`config.mk`:
```
export PLATFORM = sky130hd
export DESIGN_NAME = ej32_boot_loader
export DESIGN_NICKNAME = d
export VERILOG_FILES = /design/src/rtl/ej32_boot_loader.sv
export SDC_FILE = /design/constraint.sdc
export NUM_CORES = 1
export LEC_CHECK = 0
export CAP_MARGIN = 20
export CORE_UTILIZATION = 35
export CTS_BUF_LIST = sky130_fd_sc_hd__clkbuf_8
export DETAILED_ROUTE_END_ITERATION = 16
export MAX_ROUTING_LAYER = met4
export PLACE_DENSITY = 0.71
export SLEW_MARGIN = 20
export SYNTH_ARGS = -nofsm -noshare
export SYNTH_HDL_FRONTEND = slang
export SYNTH_SLANG_ARGS = --single-unit
```
`constraint.sdc`:
```
create_clock -name clk -period 5.1 [get_ports clk]
set_clock_uncertainty 0.15 [all_clocks]
set_input_delay 0.765 -clock clk [delete_from_list [all_inputs] [get_ports clk]]
set_output_delay 0.765 -clock clk [all_outputs]
set_load 0.005 [all_outputs]
```
`src/rtl/ej32_boot_loader.sv`:
```
// -----------------------------------------------------------------------------
// ej32_boot_loader
//
// Streams a ROM image of ROM_SZ bytes into eJ32 memory while holding the core
// in reset. The core is released once the last byte has been written and a
// settle period of ROM_WAIT cycles has passed.
//
// Flow: IDLE --start--> LOAD --last byte--> SETTLE --ROM_WAIT--> RUN
// RUN is left only through rst.
//
// Parameters
//   MEM0     : memory byte address of the first image byte
//   ROM_SZ   : image size in bytes (1..65535)
//   ROM_WAIT : settle cycles between the final write and core release
//
// Ports
//   clk      : single clock, all state changes on its rising edge
//   rst      : synchronous active-high reset
//   start    : begins a load when in IDLE (ignored elsewhere)
//   s_valid  : s_data carries a valid image byte
//   s_data   : image byte stream, ascending address order
//   s_ready  : loader accepts s_data this cycle (LOAD only)
//   mem_we   : byte write strobe, one cycle after each accepted byte
//   mem_ai   : byte write address (MEM0 + byte index, 16-bit wrap)
//   mem_vi   : byte write data
//   cpu_rst  : holds the eJ32 core in reset while high
//   busy     : high in LOAD and SETTLE
//   done     : high in RUN
//   cnt      : number of bytes accepted so far
//   sum8     : modulo-256 sum of accepted bytes
// -----------------------------------------------------------------------------
module ej32_boot_loader #(
  parameter logic [15:0] MEM0     = 16'h0000,
  parameter int unsigned ROM_SZ   = 8192,
  parameter int unsigned ROM_WAIT = 3
) (
  input  logic        clk,
  input  logic        rst,
  input  logic        start,
  input  logic        s_valid,
  input  logic [7:0]  s_data,
  output logic        s_ready,
  output logic        mem_we,
  output logic [15:0] mem_ai,
  output logic [7:0]  mem_vi,
  output logic        cpu_rst,
  output logic        busy,
  output logic        done,
  output logic [15:0] cnt,
  output logic [7:0]  sum8
);

  typedef enum logic [1:0] {
    ST_IDLE   = 2'd0,
    ST_LOAD   = 2'd1,
    ST_SETTLE = 2'd2,
    ST_RUN    = 2'd3
  } state_e;

  // Settle counter only needs to reach ROM_WAIT; keep at least one bit so
  // ROM_WAIT=0 still elaborates cleanly.
  localparam int unsigned    WAIT_W    = (ROM_WAIT > 0) ? $clog2(ROM_WAIT + 1) : 1;
  localparam logic [WAIT_W-1:0] WAIT_LAST = WAIT_W'(ROM_WAIT);
  // One extra bit so the compare against ROM_SZ cannot alias on wrap.
  localparam logic [16:0]    LAST_CNT  = 17'(ROM_SZ);

  state_e            state_q, state_d;
  logic [WAIT_W-1:0] wait_q,  wait_d;
  logic [15:0]       cnt_q,   cnt_d;
  logic [7:0]        sum_q,   sum_d;
  logic              we_q,    we_d;
  logic [15:0]       ai_q,    ai_d;
  logic [7:0]        vi_q,    vi_d;

  logic handshake;
  logic last_byte;

  // s_ready is a pure decode of LOAD, so the handshake only needs s_valid.
  assign handshake = s_valid && (state_q == ST_LOAD);
  assign last_byte = handshake && (({1'b0, cnt_q} + 17'd1) == LAST_CNT);

  // ---------------------------------------------------------------------------
  // Next-state logic
  // ---------------------------------------------------------------------------
  always_comb begin
    // NOTE: every signal written here gets a default first, so no path can
    // leave it unassigned and infer a latch.
    state_d = state_q;
    wait_d  = wait_q;

    unique case (state_q)
      ST_IDLE: begin
        if (start) begin
          state_d = ST_LOAD;
        end
      end
      ST_LOAD: begin
        // No timeout: a gap in s_valid simply holds here.
        if (last_byte) begin
          state_d = ST_SETTLE;
          wait_d  = '0;
        end
      end
      ST_SETTLE: begin
        // The first SETTLE cycle carries the final mem_we pulse; the count
        // of ROM_WAIT cycles starts after it, so RUN follows ROM_WAIT+1
        // cycles after the transition into SETTLE.
        if (wait_q == WAIT_LAST) begin
          state_d = ST_RUN;
        end else begin
          wait_d = wait_q + 1'b1;
        end
      end
      ST_RUN: begin
        state_d = ST_RUN;
      end
      default: begin
        state_d = ST_IDLE;
      end
    endcase
  end

  // ---------------------------------------------------------------------------
  // Datapath: write port, byte counter and checksum
  // ---------------------------------------------------------------------------
  always_comb begin
    cnt_d = cnt_q;
    sum_d = sum_q;
    we_d  = 1'b0;
    ai_d  = ai_q;   // address and data hold their last values between writes
    vi_d  = vi_q;

    if (handshake) begin
      we_d  = 1'b1;
      ai_d  = MEM0 + cnt_q;     // 16-bit wrap is intended
      vi_d  = s_data;
      cnt_d = cnt_q + 16'd1;
      sum_d = sum_q + s_data;   // modulo-256 by width
    end
  end

  // ---------------------------------------------------------------------------
  // Registers
  // ---------------------------------------------------------------------------
  always_ff @(posedge clk) begin
    // NOTE: state is updated with non-blocking assignments so every register
    // samples the pre-edge values, independent of statement order.
    if (rst) begin
      state_q <= ST_IDLE;
      wait_q  <= '0;
      cnt_q   <= '0;
      sum_q   <= '0;
      we_q    <= 1'b0;
      ai_q    <= '0;
      vi_q    <= '0;
    end else begin
      state_q <= state_d;
      wait_q  <= wait_d;
      cnt_q   <= cnt_d;
      sum_q   <= sum_d;
      we_q    <= we_d;
      ai_q    <= ai_d;
      vi_q    <= vi_d;
    end
  end

  // ---------------------------------------------------------------------------
  // Outputs: status flags decode straight from the state register, so
  // cpu_rst falls in exactly the cycle done rises.
  // ---------------------------------------------------------------------------
  assign s_ready = (state_q == ST_LOAD);
  assign busy    = (state_q == ST_LOAD) || (state_q == ST_SETTLE);
  assign done    = (state_q == ST_RUN);
  assign cpu_rst = (state_q != ST_RUN);
  assign mem_we  = we_q;
  assign mem_ai  = ai_q;
  assign mem_vi  = vi_q;
  assign cnt     = cnt_q;
  assign sum8    = sum_q;

endmodule

```
==> impl_metrics.env <==
export IMPL_outcome="finished, final reports clean"
export IMPL_ys_seq_area_frac=0.390
export IMPL_area_delta_synth_final_pct=28.9
export IMPL_layout_commonest_cell="nand2_1"
export IMPL_cp_startpoint="s_data[1]"
export IMPL_hp_start="mem_ai[6]$_SDFFE_PP0P_"
export IMPL_slew_violations=0
export IMPL_wl_mm=6.15
export IMPL_synthesis_nets=367
export IMPL_core_rowCount=31
export IMPL_critPathArrivalTime_ns=3.10
export IMPL_drc=0
export IMPL_dp_cells=480
export IMPL_io_pins=65
export IMPL_drt_iter0_drc=79
export IMPL_tritoncts="built"
export IMPL_cts_hold_buf=0
export IMPL_tightest_slew_ns=1.02
export IMPL_n_fill_cell=758
export IMPL_synth_cells=339
export IMPL_cts_max_path_buffers=2
export IMPL_ant_nets=0
export IMPL_ys_flop_type="dfxtp_1"
export IMPL_viasPerCell=5.01
export IMPL_die_area_um2=8130
export IMPL_cp_end_kind="register"
export IMPL_hpwlAfterDp_mm=4.26
export IMPL_synth_warning_count=0
export IMPL_cp_data_required_time_ns=5.16
export IMPL_place_gp_congestion=0.814
export IMPL_die_x_um=90.2
export IMPL_drt_wirelength_per_cell_um=12.6
export IMPL_drive_gt1_frac=0.0463
export IMPL_grt_overflow=0
export IMPL_max_cap_viol_count=0
export IMPL_period_share=0.597
export IMPL_antenna_cells=0
export IMPL_via_count=2445
export IMPL_crit_path_top_delay_cell="clkdlybuf4s50_1"
export IMPL_root_buffer="clkbuf_8"
export IMPL_synth_xor_area_share=0.0547
export IMPL_timing_rr_start="cnt[0]$_SDFFE_PP0P_"
export IMPL_synth_compound_area_frac=0.155
export IMPL_clk_latency_ns=0.31
export IMPL_cts_buffers=5
export IMPL_clock_sink_count=53
export IMPL_clk_pin_slew_ns=0.10
export IMPL_crit_type="in -> reg"
export IMPL_syn_cell_area_um2=2720
export IMPL_relSlewSlack=0.319
export IMPL_grt_use_total=0.162
export IMPL_antenna_found_initial=0
export IMPL_dr_pass1_iters=4
export IMPL_ys_ff_latch=53
export IMPL_grt_max_degree=58
export IMPL_die_h_um=90.2
export IMPL_worstPathMaxFanout=3
export IMPL_syn_area_per_cell_um2=8.02
export IMPL_cts_setup_buffers=0
export IMPL_hold_class="reg -> reg"
export IMPL_synthDistinctLibCells=47
export IMPL_synth_async_reset_ratio=0
export IMPL_grt_pass1_wl_mm=10.7
export IMPL_grt_pass1_vias=2352
export IMPL_synth_fa_ha_area_frac=0.0764
export IMPL_h_tree_depth=2
export IMPL_fmax_mhz=329
export IMPL_path_cells="clkdlybuf4s50_1 -> ha_1 -> a21o_1 -> a21oi_1 -> o21ai_0 -> a2111oi_0 -> nor3_1 -> mux2i_1 -> mux2_2"
export IMPL_critPathMaxStageDelay_ns=0.45
export IMPL_finalHoldViolCount=0
export IMPL_fp_coreArea_um2=7370
export IMPL_muxShareOfSynthArea=0.0161
export IMPL_io_buffer_count=64
export IMPL_synth_top_family_by_area="simple AND/OR/NAND/NOR gates"
export IMPL_initial_core_util=0.369
export IMPL_startpoint_type="primary input"
export IMPL_fin_tns_setup_ns=0
export IMPL_post_cts_resized=0
export IMPL_leakagePower_nw=1.24
export IMPL_synth_edff_count=0
export IMPL_synth_simple_area_share=0.253
export IMPL_fin_nets=416
export IMPL_final_cell_mix="69 x nand2_1, 63 x clkdlybuf4s50_1, 53 x dfxtp_1"
export IMPL_peakVddDrop_v=0.000175
export IMPL_power_density_nw_per_um2=302
export IMPL_setup_viol=0
export IMPL_instances_no_fill=488
export IMPL_rsz0062_at_grt="false"
export IMPL_fin_crit_ns=3.04
critical path: cells and delay by family:
kind / cells / cell delay [ns]
buf+inv: 1 / 0.45
mux: 2 / 0.52
compound gates: 4 / 0.94
simple gates: 1 / 0.12
fa+ha+maj: 1 / 0.30
power breakdown:
part / internal, mW / switching (mW) / total [mW]
sequential: 0.445 / 0.0276 / 0.472
combinational: 0.144 / 0.152 / 0.296
clock: 0.147 / 0.144 / 0.291
total: 0.735 / 0.324 / 1.06
synth_stat cells, types with 3 or more instances:
cell,instances,share of area
o21ai_0,7,0.013
xor2_1,8,0.026
clkbuf_1,8,0.011
inv_1,12,0.017
o31ai_1,3,0.0083
nor2_1,27,0.037
nand3_1,7,0.013
nand2_1,69,0.095
nor3_1,11,0.020
dfxtp_1,53,0.39
a21oi_1,41,0.075
ha_1,15,0.069
nand4_1,6,0.014
a21boi_0,3,0.0083
and2_1,3,0.0069
buf_1,6,0.0083
xnor2_1,9,0.029
or3_1,5,0.011
buf_2,9,0.017
nor2b_1,3,0.0069
layout make-up:
cell class | count | area, um^2 | share of cell area
tap | 99 | 124 | 0.0353
sequential | 53 | 1060 | 0.303
clock inverter | 3 | 46.3 | 0.0132
timing repair buffer | 66 | 651 | 0.186
multi-input combinational | 250 | 1510 | 0.431
inverter | 12 | 45.0 | 0.0128
clock buffer | 5 | 68.8 | 0.0196
worst paths after layout:
path                                   to  slack [ns]  cells past startpoint
setup / recovery     sum8[7]$_SDFFE_PP0P_        2.06                      9
hold / removal     mem_ai[6]$_SDFFE_PP0P_        0.31                      2
setup reg to reg  state_q[0]$_SDFFE_PP0P_        2.35                      8
hold reg to reg    mem_ai[6]$_SDFFE_PP0P_        0.31                      2
flip-flops by register name, summed over array words and instances, names as in the netlist:
| register | flops |
|---|---|
| cnt | 16 |
| mem_ai | 16 |
| mem_vi | 8 |
| sum8 | 8 |
| state_q | 2 |
| wait_q | 2 |
| mem_we | 1 |
routing by layer:
metal | global-route usage | vias to the layer above | part of all wire
met5 | - | - | 0
met4 | 0.0417 | 0 | 0.0093
met3 | 0.0355 | 6 | 0.065
met2 | 0.265 | 77 | 0.45
met1 | 0.203 | 1118 | 0.48
li1 | - | 1244 | -
cell families after synthesis:
kind of cell | count (synthesis)
and+or+nand+nor | 144
AOI/OAI and AO/OA | 69
DFF | 53
buffers and inverters | 36
xor gates and xnor gates | 17
adders and majority gates | 16
muxes | 4
through the flow:
stage / hold WS (ns) / util / setup WS, ns / area, um^2 / power, mW
finish: 0.309 / 0.476 / 2.06 / 3510 / 1.06
global route: 0.334 / 0.476 / 1.88 / 3510 / 1.12
CTS: 0.312 / 0.476 / 2.04 / 3510 / 1.07
detailed placement: 0.298 / 0.460 / 1.69 / 3390 / 0.782
global placement: 0.292 / 0.460 / 1.77 / 3390 / 0.771
floorplan: 0.303 / - / 2.34 / 2720 / 0.660
(Power assumes the default switching activity.)
